===== src/rtl/spike_label_scorer.sv =====
// spike_label_scorer: scores each presented digit sample against the first
// output-layer spike inside a fixed response window and keeps per-epoch totals.
module spike_label_scorer #(
    parameter int p_sample_num = 30,
    parameter int p_window     = 200,
    parameter int p_epochs     = 400
) (
    input  logic                               i_clk,
    input  logic                               i_rst_n,
    input  logic [25:1]                        i_test_vector,
    input  logic [10:1]                        i_label,
    input  logic [10:1]                        i_out_spikes,
    output logic                               o_result_valid,
    output logic [1:0]                         o_result,
    output logic [10:1]                        o_winner,
    output logic [$clog2(p_sample_num+1)-1:0]  o_correct_cnt,
    output logic [$clog2(p_sample_num+1)-1:0]  o_scored_cnt,
    output logic                               o_epoch_done,
    output logic [$clog2(p_sample_num+1)-1:0]  o_epoch_correct,
    output logic [$clog2(p_epochs+1)-1:0]      o_epoch_idx,
    output logic                               o_overrun,
    output logic                               o_label_err
);

    localparam int CW = $clog2(p_sample_num + 1);
    localparam int EW = $clog2(p_epochs + 1);
    localparam int WW = $clog2(p_window + 1);

    typedef enum logic [1:0] {
        ST_IDLE   = 2'd0,
        ST_WINDOW = 2'd1,
        ST_SCORE  = 2'd2
    } state_t;

    // True when exactly one label bit is set.
    function automatic logic is_one_hot(input logic [10:1] v);
        is_one_hot = (v != 10'd0) && ((v & (v - 10'd1)) == 10'd0);
    endfunction

    // Isolates the lowest-index set bit (bit 1 is the LSB).
    function automatic logic [10:1] lowest_set(input logic [10:1] v);
        lowest_set = v & (~v + 10'd1);
    endfunction

    // Result code: 00 no response, 01 correct, 10 wrong.
    function automatic logic [1:0] score_code(input logic [10:1] win, input logic [10:1] lab);
        if (win == 10'd0) begin
            score_code = 2'b00;
        end else if (win == lab) begin
            score_code = 2'b01;
        end else begin
            score_code = 2'b10;
        end
    endfunction

    state_t          state_r;
    state_t          state_s;
    logic [WW-1:0]   win_cnt_r;
    logic [10:1]     label_r;
    logic [10:1]     winner_r;
    logic            present_s;
    logic            label_ok_s;
    logic [1:0]      code_s;

    assign present_s  = (i_test_vector != 25'd0);
    assign label_ok_s = is_one_hot(i_label);
    assign code_s     = score_code(winner_r, label_r);

    // State register.
    always_ff @(posedge i_clk or negedge i_rst_n) begin
        if (!i_rst_n) begin
            state_r <= ST_IDLE;
        end else begin
            state_r <= state_s;
        end
    end

    // Next-state: accept a clean presentation, run the window, score for one cycle.
    always_comb begin
        state_s = state_r;
        case (state_r)
            ST_IDLE: begin
                if (present_s && label_ok_s) begin
                    state_s = ST_WINDOW;
                end else begin
                    state_s = ST_IDLE;
                end
            end
            ST_WINDOW: begin
                if (win_cnt_r == WW'(p_window - 1)) begin
                    state_s = ST_SCORE;
                end else begin
                    state_s = ST_WINDOW;
                end
            end
            ST_SCORE: begin
                state_s = ST_IDLE;
            end
            default: begin
                state_s = ST_IDLE;
            end
        endcase
    end

    // Sample context: latched label, window counter and first-spike winner.
    always_ff @(posedge i_clk or negedge i_rst_n) begin
        if (!i_rst_n) begin
            label_r   <= 10'd0;
            win_cnt_r <= '0;
            winner_r  <= 10'd0;
        end else begin
            case (state_r)
                ST_IDLE: begin
                    if (present_s && label_ok_s) begin
                        label_r   <= i_label;
                        win_cnt_r <= '0;
                        winner_r  <= 10'd0;
                    end
                end
                ST_WINDOW: begin
                    win_cnt_r <= win_cnt_r + WW'(1);
                    if ((winner_r == 10'd0) && (i_out_spikes != 10'd0)) begin
                        winner_r <= lowest_set(i_out_spikes);
                    end
                end
                default: begin
                    win_cnt_r <= win_cnt_r;
                end
            endcase
        end
    end

    // Score outputs, running counters and epoch roll-over.
    always_ff @(posedge i_clk or negedge i_rst_n) begin
        if (!i_rst_n) begin
            o_result_valid  <= 1'b0;
            o_result        <= 2'b00;
            o_winner        <= 10'd0;
            o_correct_cnt   <= '0;
            o_scored_cnt    <= '0;
            o_epoch_done    <= 1'b0;
            o_epoch_correct <= '0;
            o_epoch_idx     <= '0;
        end else begin
            o_result_valid <= 1'b0;
            o_epoch_done   <= 1'b0;
            if (o_scored_cnt == CW'(p_sample_num)) begin
                o_epoch_done    <= 1'b1;
                o_epoch_correct <= o_correct_cnt;
                o_correct_cnt   <= '0;
                o_scored_cnt    <= '0;
                if (o_epoch_idx != EW'(p_epochs)) begin
                    o_epoch_idx <= o_epoch_idx + EW'(1);
                end
            end else if (state_r == ST_SCORE) begin
                o_result_valid <= 1'b1;
                o_result       <= code_s;
                o_winner       <= winner_r;
                o_scored_cnt   <= o_scored_cnt + CW'(1);
                if (code_s == 2'b01) begin
                    o_correct_cnt <= o_correct_cnt + CW'(1);
                end
            end
        end
    end

    // Sticky error flags: overlapping presentation and malformed label.
    always_ff @(posedge i_clk or negedge i_rst_n) begin
        if (!i_rst_n) begin
            o_overrun   <= 1'b0;
            o_label_err <= 1'b0;
        end else if (present_s) begin
            if (state_r != ST_IDLE) begin
                o_overrun <= 1'b1;
            end else if (!label_ok_s) begin
                o_label_err <= 1'b1;
            end
        end
    end

endmodule


===== config.mk =====
export PLATFORM = sky130hd
export DESIGN_NAME = spike_label_scorer
export DESIGN_NICKNAME = d
export VERILOG_FILES = /design/src/rtl/spike_label_scorer.sv
export SDC_FILE = /design/constraint.sdc
export NUM_CORES = 1
export LEC_CHECK = 0
export CORE_ASPECT_RATIO = 1.25
export CORE_MARGIN = 10
export CORE_UTILIZATION = 35
export DETAILED_ROUTE_END_ITERATION = 10
export GPL_TIMING_DRIVEN = 0
export PLACE_DENSITY = 0.6
export SETUP_SLACK_MARGIN = 0.3
export SYNTH_ARGS = -nofsm -noshare
export SYNTH_HDL_FRONTEND = slang
export SYNTH_SLANG_ARGS = --single-unit
export TNS_END_PERCENT = 100

===== constraint.sdc =====
create_clock -name i_clk -period 2.2 [get_ports i_clk]
set_clock_uncertainty 0.1 [all_clocks]
set_input_delay 0.44 -clock i_clk [delete_from_list [all_inputs] [get_ports i_clk]]
set_output_delay 0.44 -clock i_clk [all_outputs]
set_load 0.03 [all_outputs]

### Word level (Yosys, flattened, before mapping)

Cells that the tools add are included.

* add/subtract/negate cells: 6
* equal/unequal tests: 9
* muxes and demuxes: 18
* bitwise logic cells: 6
* reductions and logical operators: 21

Operators by type and width (count)
* 5-bit 2-to-1 mux: 5
* 25-bit nonzero test: 1
* 10-bit bitwise AND: 2
* 10-bit logical NOT: 2
* 10-bit 2-to-1 mux: 2
* 10-bit case mux with 2 select lines: 1
* 10-bit nonzero test: 2
* 8-bit case mux with 2 select lines: 1
* 2-bit AND reduction: 6
* 10-bit by 1-bit adder with 10-bit output (second input constant): 1
* 5-bit by 1-bit adder with 5-bit output (second input constant): 2
* 10-bit equality test: 1
* 10-bit inverter: 1
* 10-bit by 1-bit subtractor with 10-bit output (second input constant): 1
* 9-bit by 1-bit adder with 9-bit output (second input constant): 1
* 9-bit inequality test (second input constant): 1
* 8-bit by 1-bit adder with 8-bit output (second input constant): 1
* 8-bit equality test (second input constant): 1
* 8-bit 2-to-1 mux: 1
* 2-bit nonzero test: 4
* 2-bit 2-to-1 mux: 3
* 3-bit AND reduction: 2
* 5-bit equality test (second input constant): 1
* 2-bit by 1-bit equality test with 1-bit output (second input constant): 2
* other kinds (7): 15

* flip-flop bits (word level): 70
* input bits: 47
* output and inout bits: 40
* logic and storage cells: 74

### Longest topological paths before layout

* depth after elaboration: 7
* depth in mapped cells: 8
* depth with buffers taken out: 8

### Worst setup path after synthesis

No wires, ideal clock.

* path kind: input-to-reg
* from: input i_label[1] (netlist name)
* to: register label_r[10] (netlist name)
* library setup time: 0.125 ns
* data arrival time: 2.006 ns
* required time: 1.975 ns
* slack: -0.031 ns
* stages: 6
* buffers on the path: 1
* path through: nor4_4 xor2_1 a311oi_2 nor4b_4 buf_6 mux2_4

* word-level cells in the longest chain between the ends: 6
* elaborated cells on any way between the ends: 7
* classes of those cells: 1 x add/sub; 1 x bitwise; 5 x reduce/logical

RTL lines
* start, declared: RTL line 11 `input logic [10:1] i_label,`
* 10-bit by 1-bit subtractor with 10-bit output: RTL line 37 `is_one_hot = (v != 10'd0) && ((v & (v - 10'd1)) == 10'd0);`
* 10-bit bitwise AND: RTL line 37
* 10-bit logical NOT: RTL line 37
* 1-bit logical AND *: RTL line 37
* 1-bit logical AND *: RTL line 114 `if (present_s && label_ok_s) begin`
* 2-bit AND reduction (no line) *
* end signal, assigned: RTL line 115 `label_r <= i_label;`
* end, declared: RTL line 59 `logic [10:1] label_r;`

Every way passes the cells marked *; elsewhere a longest branch is shown, timed or not.
A chain may end at the register's enable or synchronous reset.

### Worst setup path in the final report

* from: input i_label[2] (netlist name)
* to: register win_cnt_r[0]

* word-level cells in the longest chain between the ends: 7
* elaborated cells on any way between the ends: 8
* classes of those cells: 1 x add/sub; 1 x eq/ne; 1 x bitwise; 5 x reduce/logical

RTL lines
* 10-bit by 1-bit subtractor with 10-bit output: RTL line 37
* 10-bit bitwise AND: RTL line 37
* 10-bit logical NOT: RTL line 37
* 1-bit logical AND *: RTL line 37
* 1-bit logical AND *: RTL line 114
* 2-bit inequality test (no line) *
* 2-bit AND reduction (no line) *
* end signal, assigned: RTL line 121 `win_cnt_r <= win_cnt_r + WW'(1);`
* end signal, assigned: RTL line 127 `win_cnt_r <= win_cnt_r;`
* end, declared: RTL line 58 `logic [WW-1:0] win_cnt_r;`

Marks and branches as above.

==> impl_metrics.py <==
metrics = {
    "status": {
        "status": "complete, no violations",
    },
    "floorplanning": {
        "dieArea_sq_mm": 0.0141,
        "start_util_pct": 35.5,
        "ios": 87,
        "die_x_microns": 108,
        "num_rows": 40,
        "fp.dieH_microns": 130,
        "core_sq_mm": 0.00956,
    },
    "logic_synthesis": {
        "synth-edff-count": 0,
        "ys.flop_type": "dfrtp_1",
        "ys_ff_latch": 70,
        "yosys_warnings": 0,
        "syn_area_sq_mm": 0.00339,
        "synthArstFlopShare_pct": 100,
        "seq_area_frac_synth_pct": 51.6,
        "synth_cell_type_count": 44,
        "postSynthCellCount": 318,
        "syn-num-nets": 371,
        "avgSynthCellArea_sq_um": 10.7,
    },
    "critical_path": {
        "cp.required_ns": 2.32,
        "worstSetupPathType": "in2reg",
        "end_kind": "flip-flop",
        "arrival_ns": 2.21,
        "worstPathMaxFanout": 7,
        "startpoint_type": "input pin",
    },
    "drt": {
        "drt-initial-drc-count": 64,
        "post-route-drc-count": 0,
        "antenna_left": 0,
        "dr.pass1.iters": 4,
        "drt-vias-per-instance": 4.92,
        "vias": 2769,
        "finalWirelength_microns": 8230,
        "routedWlPerCell_microns": 14.6,
    },
    "worst_hold_path": {
        "min_path_type": "in2async",
    },
    "sta": {
        "max_slew.worst_pin.slew_ns": 0.851,
        "fin_hold_ws_ns": 0.120,
        "rsz0062_at_grt": "yes",
        "max_slew_margin_pct": 43.3,
        "fin_crit_sh_pct": 95.1,
        "setup_viol": 0,
        "post-route-min-period_ns": 2.09,
        "fmax_mhz": 478,
        "hold_viol_final": 0,
        "report.final.slew_viol_count": 0,
    },
    "global_route": {
        "grt_pass1_vias": 2891,
        "grtUsageMet1_pct": 13.4,
        "gr-total-overflow": 0,
        "grt_max_degree": 71,
        "met2_usage_pct": 20.1,
        "use_met3_pct": 3.16,
        "grt-busiest-layer": "met2",
        "grt_use_total_pct": 12.1,
        "antenna_found_initial": 0,
        "grt_pass1_wl_microns": 13500,
    },
    "final_layout": {
        "fin_area_sq_mm": 0.00500,
        "post-route-util_pct": 52.3,
        "final_cell_mix": "dfrtp_1, nand2_1, dlygate4sd2_1, nor2_1, clkdlybuf4s50_1",
        "final_common_cell": "dfrtp_1",
        "area_delta_synth_final_pct": 47.4,
        "nNetsFinal": 485,
        "layout-drive-gt1-share_pct": 22.7,
        "nFillCells": 903,
        "multi_input_area_sq_mm": 0.00177,
        "insertedDiodeCount": 0,
        "seq_area_sq_mm": 0.00176,
        "stdcell_count": 563,
    },
    "pwr": {
        "pwr-share-seq_pct": 42.9,
        "p_total_mw": 3.22,
        "internal-power_mw": 2.50,
        "swShare_pct": 22.5,
        "power_leakage_nw": 2.42,
        "switchingPower_mw": 0.726,
        "p_per_area_mw_per_mm2": 645,
        "clock_power_share_pct": 48.3,
        "share_comb_of_total_power_pct": 8.9,
        "vdd_drop_max_v": 0.000355,
    },
    "clock_tree": {
        "numClockSinks": 70,
        "cts-buffers-inserted": 9,
        "cts_root_buf": "clkbuf_16",
        "cts_tree": "built",
        "cts_hold_buf": 0,
        "clockBufferDepth": 2,
        "htreeDepth": 3,
        "path_clk_slew_ns": 0.06,
        "insertion_delay_ns": 0.33,
    },
    "placement": {
        "dpl_cell_area_sq_mm": 0.00442,
        "port_buffers": 86,
        "dp_hpwl_microns": 6240,
        "dp_cells": 530,
        "gp_congestion": 0.757,
    },
    "run": {
        "cap_violations": 0,
    },
}
==> synthesized netlist by cell type, drive strengths merged, types with 6 or more instances <==
library cell,count,area (sq um)
a21oi,10,50.1
dfrtp,70,1750
ha,6,75.1
inv,8,30.0
mux2,16,233
nand2,63,236
nand3,10,50.1
nand4,10,62.6
nor2,25,101
nor3,10,50.1
nor4,10,77.6
o21ai,9,45.0
o2bb2ai,6,52.6
xnor2,15,131
xor2,8,70.1
==> kinds of logic after synthesis <==
family | count (synthesis) | synth area share [%]
and+or+nand+nor | 146 | 21.8
buffers and inverters | 14 | 1.77
xor gates and xnor gates | 23 | 5.94
adders and majority gates | 6 | 2.21
AOI/OAI and AO/OA | 39 | 8.67
muxes | 20 | 8.04
DFF | 70 | 51.6
==> sequential cells by signal, summed over array words and instances (netlist names), 2 cells and up <==
| name | count |
|---|---|
| o_epoch_correct | 5 |
| o_scored_cnt | 5 |
| o_epoch_idx | 9 |
| o_correct_cnt | 5 |
| o_result | 2 |
| state_r | 2 |
| winner_r | 10 |
| label_r | 10 |
| o_winner | 10 |
| win_cnt_r | 8 |
==> power by group through the flow <==
stage / logic, mW / clock network, mW / registers, mW
after CTS: 0.282 / 1.59 / 1.38
after floorplan: 0.130 / 0 / 1.38
after detailed placement: 0.269 / 0 / 1.40
after global routing: 0.310 / 1.64 / 1.39
final: 0.286 / 1.56 / 1.38
after global placement: 0.267 / 0 / 1.40
==> metal layers <==
metal | share of wire (%) | vias to the layer above
li1 | - | 1365
met1 | 41 | 1314
met2 | 49 | 76
met3 | 7.0 | 14
met4 | 2.6 | 0
met5 | 0 | -
==> timing repair <==
item | in CTS | in global routing
setup endpoints to repair | 98 | 50
gates cloned | 0 | 0
gates resized for setup | 104 | 38
pin swaps | 15 | 27
buffers inserted | 9 | 8
==> worst max-delay path, stage by stage <==
cell	delay (ns)
buf_8	0.10
nor4_4	0.34
and4b_1	0.29
a311oi_4	0.07
buf_4	0.17
nor4b_4	0.26
buf_4	0.18
o21bai_4	0.09
mux2_2	0.27
==> final timing paths <==
check,startpoint,to,slack [ns],cells past startpoint
max reg2reg,winner_r[5],winner_r[10],0.18,5
max in group asynchronous,i_rst_n,o_scored_cnt[1],1.28,1
min reg2reg,o_epoch_correct[2],o_epoch_correct[2],0.36,2
max,i_label[2],win_cnt_r[0],0.11,9
min in group i_clk,i_label[5],label_r[5],0.31,2
min,i_rst_n,o_winner[9],0.12,1
==> stage by stage <==
step                worst slack [ns]  setup TNS (ns)
global route                  0.0145               0
finish                         0.108               0
global placement               -2.08         -144.08
floorplan                     0.0405               0
CTS                           0.0759               0
detailed placement            -0.697          -18.06
==> cell type report <==
class	instances	area share, %
inverter	9	0.826
tap	126	3.15
sequential	70	35.1
multi-input combinational	234	35.4
clock inverter	6	1.70
buffer	5	0.600
timing repair buffer	103	18.4
clock buffer	10	4.78
No activity file was read; power rests on OpenSTA's default activity.
